$ cat src/rtl/conv_frame_ctrl_if.sv
// Handshake bundle for conv_frame_ctrl: input word stream, encoder hookup,
// and output symbol stream. The slave modport is the frame controller's view.
interface conv_frame_ctrl_if #(
  parameter int DATA_W = 8
);
  // input word stream
  logic [DATA_W-1:0] in_data;
  logic              in_valid;
  logic              in_last;
  logic              in_ready;
  // encoder bit interface
  logic              enc_x;
  logic              enc_en;
  logic              enc_clr;
  logic [1:0]        enc_y;
  // symbol stream and status
  logic [1:0]        sym;
  logic              sym_valid;
  logic              sym_first;
  logic              sym_last;
  logic              out_ready;
  logic              frame_done;
  logic              overrun;

  modport master (
    output in_data, in_valid, in_last, enc_y, out_ready,
    input  in_ready, enc_x, enc_en, enc_clr, sym, sym_valid, sym_first,
           sym_last, frame_done, overrun
  );

  modport slave (
    input  in_data, in_valid, in_last, enc_y, out_ready,
    output in_ready, enc_x, enc_en, enc_clr, sym, sym_valid, sym_first,
           sym_last, frame_done, overrun
  );
endinterface

$ cat src/rtl/conv_frame_ctrl.sv
// Frame sequencer for a rate-1/2 K=3 convolutional encoder. Serialises input
// words MSB-first into the encoder, appends TAIL_LEN zero flush bits, and
// forwards the encoder output as a backpressured symbol stream.
module conv_frame_ctrl #(
  parameter int DATA_W    = 8,
  parameter int MAX_WORDS = 16,
  parameter int TAIL_LEN  = 2
) (
  input  logic               clk,
  input  logic               reset,
  conv_frame_ctrl_if.slave   bus
);

  localparam int BIT_W  = (DATA_W > 1) ? $clog2(DATA_W) : 1;
  localparam int WORD_W = $clog2(MAX_WORDS + 1);
  localparam int TAIL_W = $clog2(TAIL_LEN) + 1;

  typedef enum logic [1:0] {
    IDLE  = 2'd0,
    SHIFT = 2'd1,
    TAIL  = 2'd2
  } state_e;

  state_e              state_q, state_d;
  logic [DATA_W-1:0]   shift_q, shift_d;
  logic                last_q, last_d;
  // starve: word boundary reached in SHIFT but no next word offered yet
  logic                starve_q, starve_d;
  logic [BIT_W-1:0]    bit_cnt_q, bit_cnt_d;
  logic [WORD_W-1:0]   word_cnt_q, word_cnt_d;
  logic [TAIL_W-1:0]   tail_cnt_q, tail_cnt_d;
  logic                overrun_q, overrun_d;
  logic                frame_done_q, frame_done_d;

  logic in_ready_c, enc_x_c, enc_en_c, enc_clr_c;
  logic sym_valid_c, sym_first_c, sym_last_c;

  // Next-state, counter and handshake logic
  always_comb begin
    state_d      = state_q;
    shift_d      = shift_q;
    last_d       = last_q;
    starve_d     = starve_q;
    bit_cnt_d    = bit_cnt_q;
    word_cnt_d   = word_cnt_q;
    tail_cnt_d   = tail_cnt_q;
    overrun_d    = overrun_q;
    frame_done_d = 1'b0;
    in_ready_c   = 1'b0;
    enc_x_c      = 1'b0;
    enc_en_c     = 1'b0;
    enc_clr_c    = 1'b0;
    sym_valid_c  = 1'b0;
    sym_first_c  = 1'b0;
    sym_last_c   = 1'b0;

    unique case (state_q)
      IDLE: begin
        in_ready_c = 1'b1;
        enc_clr_c  = 1'b1;
        if (bus.in_valid) begin
          shift_d    = bus.in_data;
          last_d     = bus.in_last;
          word_cnt_d = WORD_W'(1);
          bit_cnt_d  = '0;
          starve_d   = 1'b0;
          state_d    = SHIFT;
        end
      end

      SHIFT: begin
        enc_x_c = shift_q[DATA_W-1];
        if (starve_q) begin
          in_ready_c = 1'b1;
          if (bus.in_valid) begin
            shift_d    = bus.in_data;
            last_d     = bus.in_last;
            word_cnt_d = word_cnt_q + WORD_W'(1);
            starve_d   = 1'b0;
          end
        end else begin
          sym_valid_c = 1'b1;
          sym_first_c = (word_cnt_q == WORD_W'(1)) && (bit_cnt_q == '0);
          enc_en_c    = bus.out_ready;
          if (bus.out_ready) begin
            shift_d = {shift_q[DATA_W-2:0], 1'b0};
            if (bit_cnt_q == BIT_W'(DATA_W - 1)) begin
              bit_cnt_d = '0;
              if (last_q) begin
                tail_cnt_d = '0;
                state_d    = TAIL;
              end else if (word_cnt_q == WORD_W'(MAX_WORDS)) begin
                overrun_d  = 1'b1;
                tail_cnt_d = '0;
                state_d    = TAIL;
              end else begin
                // next word is taken in the same cycle as the final bit so
                // back-to-back words leave no bubble in the symbol stream
                in_ready_c = 1'b1;
                if (bus.in_valid) begin
                  shift_d    = bus.in_data;
                  last_d     = bus.in_last;
                  word_cnt_d = word_cnt_q + WORD_W'(1);
                end else begin
                  starve_d = 1'b1;
                end
              end
            end else begin
              bit_cnt_d = bit_cnt_q + BIT_W'(1);
            end
          end
        end
      end

      TAIL: begin
        sym_valid_c = 1'b1;
        enc_en_c    = bus.out_ready;
        sym_last_c  = (tail_cnt_q == TAIL_W'(TAIL_LEN - 1));
        if (bus.out_ready) begin
          if (sym_last_c) begin
            frame_done_d = 1'b1;
            state_d      = IDLE;
          end else begin
            tail_cnt_d = tail_cnt_q + TAIL_W'(1);
          end
        end
      end

      default: state_d = IDLE;
    endcase

    // During reset the outputs take their idle-and-cleared values at once,
    // independent of whatever state the registers currently hold.
    if (reset) begin
      in_ready_c  = 1'b0;
      enc_en_c    = 1'b0;
      enc_x_c     = 1'b0;
      enc_clr_c   = 1'b1;
      sym_valid_c = 1'b0;
      sym_first_c = 1'b0;
      sym_last_c  = 1'b0;
    end
  end

  // State and datapath registers with synchronous reset
  always_ff @(posedge clk) begin
    if (reset) begin
      state_q      <= IDLE;
      shift_q      <= '0;
      last_q       <= 1'b0;
      starve_q     <= 1'b0;
      bit_cnt_q    <= '0;
      word_cnt_q   <= '0;
      tail_cnt_q   <= '0;
      overrun_q    <= 1'b0;
      frame_done_q <= 1'b0;
    end else begin
      state_q      <= state_d;
      shift_q      <= shift_d;
      last_q       <= last_d;
      starve_q     <= starve_d;
      bit_cnt_q    <= bit_cnt_d;
      word_cnt_q   <= word_cnt_d;
      tail_cnt_q   <= tail_cnt_d;
      overrun_q    <= overrun_d;
      frame_done_q <= frame_done_d;
    end
  end

  assign bus.in_ready   = in_ready_c;
  assign bus.enc_x      = enc_x_c;
  assign bus.enc_en     = enc_en_c;
  assign bus.enc_clr    = enc_clr_c;
  assign bus.sym        = bus.enc_y;
  assign bus.sym_valid  = sym_valid_c;
  assign bus.sym_first  = sym_first_c;
  assign bus.sym_last   = sym_last_c;
  assign bus.frame_done = frame_done_q;
  assign bus.overrun    = overrun_q;

endmodule

$ cat src/flat_wrapper.sv
// flat-port wrapper written by rule: the top's interface ports become plain ports
module conv_frame_ctrl_flat 
#(
  parameter int DATA_W    = 8,
  parameter int MAX_WORDS = 16,
  parameter int TAIL_LEN  = 2
)
  (clk, reset, bus_in_data, bus_in_valid, bus_in_last, bus_enc_y, bus_out_ready, bus_in_ready, bus_enc_x, bus_enc_en, bus_enc_clr, bus_sym, bus_sym_valid, bus_sym_first, bus_sym_last, bus_frame_done, bus_overrun);
  conv_frame_ctrl_if #(.DATA_W(DATA_W)) bus_i ();
  input  logic clk;
  input  logic reset;
  input wire logic [$bits(bus_i.in_data)-1:0] bus_in_data;
  input wire logic [$bits(bus_i.in_valid)-1:0] bus_in_valid;
  input wire logic [$bits(bus_i.in_last)-1:0] bus_in_last;
  input wire logic [$bits(bus_i.enc_y)-1:0] bus_enc_y;
  input wire logic [$bits(bus_i.out_ready)-1:0] bus_out_ready;
  output wire logic [$bits(bus_i.in_ready)-1:0] bus_in_ready;
  output wire logic [$bits(bus_i.enc_x)-1:0] bus_enc_x;
  output wire logic [$bits(bus_i.enc_en)-1:0] bus_enc_en;
  output wire logic [$bits(bus_i.enc_clr)-1:0] bus_enc_clr;
  output wire logic [$bits(bus_i.sym)-1:0] bus_sym;
  output wire logic [$bits(bus_i.sym_valid)-1:0] bus_sym_valid;
  output wire logic [$bits(bus_i.sym_first)-1:0] bus_sym_first;
  output wire logic [$bits(bus_i.sym_last)-1:0] bus_sym_last;
  output wire logic [$bits(bus_i.frame_done)-1:0] bus_frame_done;
  output wire logic [$bits(bus_i.overrun)-1:0] bus_overrun;
  assign bus_i.in_data = bus_in_data;
  assign bus_i.in_valid = bus_in_valid;
  assign bus_i.in_last = bus_in_last;
  assign bus_i.enc_y = bus_enc_y;
  assign bus_i.out_ready = bus_out_ready;
  assign bus_in_ready = bus_i.in_ready;
  assign bus_enc_x = bus_i.enc_x;
  assign bus_enc_en = bus_i.enc_en;
  assign bus_enc_clr = bus_i.enc_clr;
  assign bus_sym = bus_i.sym;
  assign bus_sym_valid = bus_i.sym_valid;
  assign bus_sym_first = bus_i.sym_first;
  assign bus_sym_last = bus_i.sym_last;
  assign bus_frame_done = bus_i.frame_done;
  assign bus_overrun = bus_i.overrun;
  conv_frame_ctrl #(.DATA_W(DATA_W), .MAX_WORDS(MAX_WORDS), .TAIL_LEN(TAIL_LEN)) u_core (.clk(clk), .reset(reset), .bus(bus_i));
endmodule
$ cat config.mk
export PLATFORM = sky130hd
export DESIGN_NAME = conv_frame_ctrl_flat
export DESIGN_NICKNAME = d
export VERILOG_FILES = /design/src/rtl/conv_frame_ctrl_if.sv /design/src/rtl/conv_frame_ctrl.sv /design/src/flat_wrapper.sv
export SDC_FILE = /design/constraint.sdc
export NUM_CORES = 1
export LEC_CHECK = 0
export BUFFER_PORTS_ARGS = -buffer_cell sky130_fd_sc_hd__buf_2
export CORE_MARGIN = 2
export CORE_UTILIZATION = 35
export DETAILED_ROUTE_END_ITERATION = 16
export GPL_ROUTABILITY_DRIVEN = 0
export PLACE_DENSITY_LB_ADDON = 0.1
export SYNTH_ARGS = -nofsm -noshare
export SYNTH_HDL_FRONTEND = slang
export SYNTH_SLANG_ARGS = --single-unit
export TNS_END_PERCENT = 20
$ cat constraint.sdc
create_clock -name clk -period 2.1 [get_ports clk]
set_input_delay 0.315 -clock clk [delete_from_list [all_inputs] [get_ports clk]]
set_output_delay 0.315 -clock clk [all_outputs]
set_load 0.02 [all_outputs]
-- Word level (Yosys, flattened, before mapping)
Index checks and enable logic that the tools add are counted.
- bits of input ports: 15
- output and inout port bits: 11
- register bits after elaboration: 24
- reduce and logical (&&, ||, !) cells: 14
- eq/ne operators: 18
- $add $sub $neg: 3
- muxes and demuxes: 77
- bitwise gates (word level): 4
- operators with widths (kind ; number):
    8-bit 2-to-1 mux ; 7
    5-bit 2-to-1 mux ; 7
    1-bit 2-to-1 mux ; 34
    2-bit 2-to-1 mux ; 15
    8-bit one-hot mux with 2 select lines ; 1
    7-bit AND reduction ; 2
    3-bit 2-to-1 mux ; 4
    6-bit AND reduction ; 2
    2-bit != test (second input constant) ; 5
    1-bit one-hot mux with 2 select lines ; 5
    5-bit one-hot mux with 2 select lines ; 1
    3-bit by 1-bit != test with 1-bit output (second input constant) ; 2
    3-bit by 2-bit != test with 1-bit output (second input constant) ; 2
    2-bit one-hot mux with 3 select lines ; 1
    3-bit one-hot mux with 2 select lines ; 1
    5-bit by 1-bit adder with 5-bit output (second input constant) ; 1
    5-bit by 1-bit equality test with 1-bit output (second input constant) ; 1
    5-bit equality test (second input constant) ; 1
    2-bit by 1-bit equality test with 1-bit output (second input constant) ; 2
    2-bit by 1-bit != test with 1-bit output (second input constant) ; 2
    1-bit NOT ; 4
    2-bit one-hot mux with 2 select lines ; 1
    2-bit AND reduction ; 2
    4-bit AND reduction ; 1
    11 further kinds ; 12

-- Longest topological paths before layout
- depth in word-level cells: 8
- gate-level depth with buffers: 7

-- Least setup slack after synthesis
No wires, ideal clock.
- path kind: reg2out
- from: register u_core.word_cnt_q[0]
- to: output port bus_in_ready
- buffers on the path: 0
- stages on the path, launching flop included: 7
- data arrival time: 1.563 ns
- slack: 0.222 ns
- data required time: 1.785 ns
- path through: dfxtp_1 -> inv_1 -> ha_1 -> and4bb_4 -> nor3_1 -> o21ai_0 -> a21oi_1
- longest elaborated chain between the ends: 8
- RTL lines (what ; line ; RTL):
    from (decl) ; conv_frame_ctrl.sv:30 ; logic [WORD_W-1:0] word_cnt_q, word_cnt_d;
    from (signal assigned) ; conv_frame_ctrl.sv:163 ; word_cnt_q <= word_cnt_d;
    5-bit equality test ; conv_frame_ctrl.sv:92 ; end else if (word_cnt_q == WORD_W'(MAX_WORDS)) begin
    1-bit 2-to-1 mux ; conv_frame_ctrl.sv:92 ;
    1-bit 2-to-1 mux ; conv_frame_ctrl.sv:89 ; if (last_q) begin
    1-bit 2-to-1 mux ; conv_frame_ctrl.sv:87 ; if (bit_cnt_q == BIT_W'(DATA_W - 1)) begin
    1-bit 2-to-1 mux ; conv_frame_ctrl.sv:85 ; if (bus.out_ready) begin
    1-bit 2-to-1 mux ; conv_frame_ctrl.sv:73 ; if (starve_q) begin
    1-bit one-hot mux with 2 select lines ; conv_frame_ctrl.sv:57 ; unique case (state_q)
    1-bit 2-to-1 mux ; conv_frame_ctrl.sv:134 ; if (reset) begin
    to (decl) ; flat_wrapper.sv:17 ; output wire logic [$bits(bus_i.in_ready)-1:0] bus_in_ready;
No other way between the ends.

-- Worst setup path after layout
- from: register u_core.bit_cnt_q[0]
- to: output port bus_in_ready
- longest elaborated chain between the ends: 6
- RTL lines (what ; line ; RTL):
    from (decl) ; conv_frame_ctrl.sv:29 ; logic [BIT_W-1:0] bit_cnt_q, bit_cnt_d;
    from (signal assigned) ; conv_frame_ctrl.sv:162 ; bit_cnt_q <= bit_cnt_d;
    3-bit equality test ; conv_frame_ctrl.sv:87 ;
    1-bit 2-to-1 mux ; conv_frame_ctrl.sv:87 ;
    1-bit 2-to-1 mux ; conv_frame_ctrl.sv:85 ;
    1-bit 2-to-1 mux ; conv_frame_ctrl.sv:73 ;
    1-bit one-hot mux with 2 select lines ; conv_frame_ctrl.sv:57 ;
    1-bit 2-to-1 mux ; conv_frame_ctrl.sv:134 ;
No other way between the ends.

==> metrics.txt <==
# TYPE chip_impl_metric gauge
chip_impl_info{name="status",value="completed"} 1
chip_impl_metric{name="leakage",unit="nW"} 0.707
chip_impl_info{name="dominantRegCellSynth",value="dfxtp_1"} 1
chip_impl_metric{name="design.die.area",unit="µm²"} 4990
chip_impl_info{name="crit_type",value="reg2out"} 1
chip_impl_info{name="cells_along_the_critical_path",value="ha_2, ha_4, nand2_1, nor3_4, o21ai_0, a21oi_1, buf_4"} 1
chip_impl_metric{name="cp.arrival",unit="ns"} 1.71
chip_impl_metric{name="placed_cells",unit=""} 239
chip_impl_metric{name="detailed_place.area",unit="µm²"} 1710
chip_impl_metric{name="grt_first_pass_wirelength",unit="mm"} 6.10
chip_impl_metric{name="grt-ovfl-total",unit=""} 0
chip_impl_metric{name="fin_setup_tns",unit="ns"} 0
chip_impl_metric{name="via_per_inst",unit=""} 5.31
chip_impl_metric{name="grt_start_max_net_pins",unit=""} 20
chip_impl_metric{name="synth.lib_cells_used.distinct",unit=""} 53
chip_impl_metric{name="timing_max_transition_violations_final",unit=""} 0
chip_impl_metric{name="netlist_area",unit="µm²"} 1560
chip_impl_metric{name="multi_input_comb_area",unit="µm²"} 1000
chip_impl_metric{name="clkLatencyLatePin",unit="ns"} 0.28
chip_impl_info{name="netlist_top_cells_area",value="dfxtp_1 31%, ha_1 8.0%, a221o_1 4.5%"} 1
chip_impl_info{name="grt_setup_unrepaired",value="no"} 1
chip_impl_metric{name="yosys_register_bits",unit=""} 24
chip_impl_metric{name="numCtsBuffers",unit=""} 3
chip_impl_metric{name="layout.filler_cells",unit=""} 450
chip_impl_metric{name="detail_route.first_pass.iterations",unit=""} 4
chip_impl_metric{name="clk_pin_slew_worst_paths",unit="ns"} 0.10
chip_impl_metric{name="synth_nets",unit=""} 194
chip_impl_metric{name="min_period_over_period",unit=""} 0.965
chip_impl_metric{name="synth_enable_flop_cells",unit=""} 0
chip_impl_metric{name="cts_hold_buffers",unit=""} 0
chip_impl_metric{name="final.setup_skew",unit="ns"} 0.00503
chip_impl_metric{name="routed_wirelength",unit="mm"} 3.69
chip_impl_metric{name="hpwl",unit="mm"} 2.74
chip_impl_metric{name="period_needed",unit="ns"} 2.03
chip_impl_metric{name="cts_sinks",unit=""} 24
chip_impl_metric{name="num_vias",unit=""} 1301
chip_impl_metric{name="path_max_fanout",unit=""} 6
chip_impl_metric{name="layoutNonFillerInstCount",unit=""} 245
chip_impl_metric{name="buffers_from_clock_root_to_sink_at_most",unit=""} 2
chip_impl_metric{name="buffers_on_ports",unit=""} 21
chip_impl_info{name="clockRootBuffer",value="clkbuf_8"} 1
chip_impl_info{name="setup.worst_path.start_class",value="register"} 1
chip_impl_metric{name="ys.warnings.count",unit=""} 0
chip_impl_metric{name="finalNetCount",unit=""} 219
chip_impl_metric{name="grt_util_all_layers",unit=""} 0.152
chip_impl_metric{name="finalHoldViolations",unit=""} 0
chip_impl_metric{name="final_area",unit="µm²"} 1820
chip_impl_info{name="end_kind",value="output port"} 1
chip_impl_metric{name="synth_top_area_share",unit=""} 0.309
chip_impl_metric{name="async_flop_share",unit=""} 0
chip_impl_metric{name="fp-row-count",unit=""} 24
chip_impl_info{name="hold_path_class",value="in2reg"} 1
chip_impl_metric{name="number_of_antenna_violations_at_the_first_check_in_global_routing",unit=""} 0
chip_impl_metric{name="dieWidth",unit="µm"} 70.7
chip_impl_metric{name="first_global_vias",unit=""} 1284
chip_impl_metric{name="initial_utilization",unit=""} 0.360
chip_impl_metric{name="drc",unit=""} 0
chip_impl_info{name="post_synth_most_frequent_cells",value="24 x dfxtp_1, 11 x and2_1, 11 x inv_1"} 1
chip_impl_info{name="post-synth-top-count-cell",value="dfxtp_1"} 1
chip_impl_metric{name="wl_per_cell",unit="µm"} 15.1
chip_impl_metric{name="clock.fmax",unit="GHz"} 0.494
chip_impl_info{name="timing.critical_path.slowest_stage_cell",value="dfxtp_2"} 1
chip_impl_metric{name="sequential_fraction_of_the_synthesis_area",unit=""} 0.309
chip_impl_metric{name="h_tree_lvls",unit=""} 1
chip_impl_metric{name="area.growth.synth_to_final",unit="%"} 16.9
chip_impl_metric{name="critical_path.max_stage_delay",unit="ns"} 0.35
chip_impl_metric{name="crit_required",unit="ns"} 1.78
chip_impl_info{name="synth_largest_area_cell",value="dfxtp_1"} 1
chip_impl_metric{name="syn_area_per_cell",unit="µm²"} 9.20
chip_impl_metric{name="power.density",unit="nW/µm²"} 961
chip_impl_metric{name="diode_count",unit=""} 0
chip_impl_info{name="clock_tree_from_tritoncts",value="done"} 1
chip_impl_metric{name="initialDrtViolationCount",unit=""} 44
chip_impl_metric{name="floorplan.io_pins",unit=""} 26
chip_impl_metric{name="standard_cell_core_area",unit="µm²"} 4320
chip_impl_metric{name="setup_viol",unit=""} 0
chip_impl_metric{name="post_synth_inst_count",unit=""} 169
chip_impl_metric{name="cap_viol_max_count",unit=""} 0
chip_impl_metric{name="worstMarginPinSlew",unit="ns"} 0.460
chip_impl_metric{name="maxSlewHeadroom",unit=""} 0.691
chip_impl_metric{name="detail-route-antenna-nets",unit=""} 0
chip_impl_metric{name="holdWs",unit="ns"} 0.254
chip_impl_metric{name="drive_gt1_frac",unit=""} 0.306
chip_impl_metric{name="finalPower",unit="mW"} 1.75
chip_impl_metric{name="seq_cell_area",unit="µm²"} 488
chip_impl_metric{name="ir_drop",unit="mV"} 0.374
chip_impl_metric{name="height_of_the_die",unit="µm"} 70.7
worst max-delay path: cells and delay by family, from the launching register on:
family                   cells  cell delay (ns)
AO/OA/AOI/OAI                2             0.28
AND/OR/NAND/NOR              2             0.28
adder cells (fa/ha/maj)      2             0.35
buffers and inverters        1             0.17
flip-flops                   1             0.35
layout by cell type, fill, tap and decap left out, types with 2 or more instances in the layout:
| cell | synthesis | routed |
|---|---|---|
| nand3_1 | 10 | 10 |
| nor3_1 | 6 | 5 |
| nand2b_1 | 3 | 3 |
| ha_1 | 10 | 7 |
| nand4_1 | 3 | 3 |
| nand2_1 | 8 | 8 |
| ha_2 | 0 | 2 |
| and3_1 | 2 | 2 |
| a31oi_1 | 3 | 3 |
| dfxtp_1 | 24 | 20 |
| nor3b_1 | 2 | 2 |
| inv_1 | 11 | 11 |
| a221o_1 | 7 | 7 |
| clkbuf_8 | 0 | 4 |
| nor3_4 | 2 | 3 |
| and2_1 | 11 | 11 |
| mux2i_1 | 3 | 3 |
| buf_2 | 1 | 20 |
| nor2_1 | 9 | 9 |
| a21oi_1 | 8 | 8 |
| nor2b_1 | 3 | 3 |
| buf_4 | 4 | 8 |
| dfxtp_2 | 0 | 3 |
| o21ai_0 | 7 | 7 |
kinds of logic (layout without fill, tap and decap cells):
kind of cell,after synthesis,count (layout),share of synthesized area
flip-flops,24,24,0.309
buffers and inverters,20,44,0.0635
AND/OR/NAND/NOR,69,69,0.293
AO/OA/AOI/OAI,42,42,0.228
multiplexers,4,4,0.0265
adder cells (fa/ha/maj),10,10,0.0805
report_power, final:
| part | internal, mW | total [mW] | switching, mW | leakage [nW] |
|---|---|---|---|---|
| registers | 0.536 | 0.594 | 0.0581 | 0.198 |
| logic | 0.338 | 0.811 | 0.474 | 0.480 |
| clock network | 0.168 | 0.342 | 0.174 | 0.0288 |
area by class of cell:
cell class                      count  share of cell area
Timing Repair Buffer               28              0.0881
Tap cell                           52              0.0358
Inverter                           12              0.0248
Sequential cell                    24               0.268
Multi-Input combinational cell    125               0.553
Clock buffer                        4              0.0303
timing repair:
| item | CTS | global route |
|---|---|---|
| setup buffers | 0 | 2 |
| pin swaps | 2 | 1 |
| endpoints found under the setup margin | 1 | 1 |
| resized for setup | 7 | 5 |
through the flow:
| stage | setup WS, ns | util |
|---|---|---|
| 6_report | 0.0739 | 0.420 |
| 5_1_grt | 0.00169 | 0.420 |
| 4_1_cts | 0.0124 | 0.412 |
| 3_5_place_dp | 0.155 | 0.395 |
| 3_3_place_gp | 0.189 | 0.395 |
| 2_1_floorplan | 0.222 | - |
registers in the layout, indices dropped and copies added, names as in the netlist:
register,count
u_core.word_cnt_q,5
u_core.bus.overrun,1
u_core.state_q,2
u_core.tail_cnt_q,2
u_core.bus.frame_done,1
u_core.last_q,1
u_core.starve_q,1
u_core.bit_cnt_q,3
u_core.shift_q,8
path summary, 6_finish.rpt:
| kind | from | endpoint | slack [ns] | cells past startpoint |
|---|---|---|---|---|
| max | u_core.bit_cnt_q[0] | bus_in_ready | 0.07 | 7 |
| min | bus_in_data[6] | u_core.shift_q[6] | 0.25 | 2 |
| max reg2reg | u_core.state_q[1] | u_core.shift_q[2] | 0.33 | 7 |
| min reg2reg | u_core.shift_q[2] | u_core.shift_q[3] | 0.48 | 1 |
per-layer routing:
| metal | vias to the layer above | GRT usage | share of wire |
|---|---|---|---|
| li1 | 664 | - | - |
| met1 | 604 | 0.198 | 0.50 |
| met2 | 28 | 0.247 | 0.45 |
| met3 | 5 | 0.0313 | 0.040 |
| met4 | 0 | 0.0608 | 0.013 |
| met5 | - | 0 | 0 |
Power figures use the tool's default switching activity.
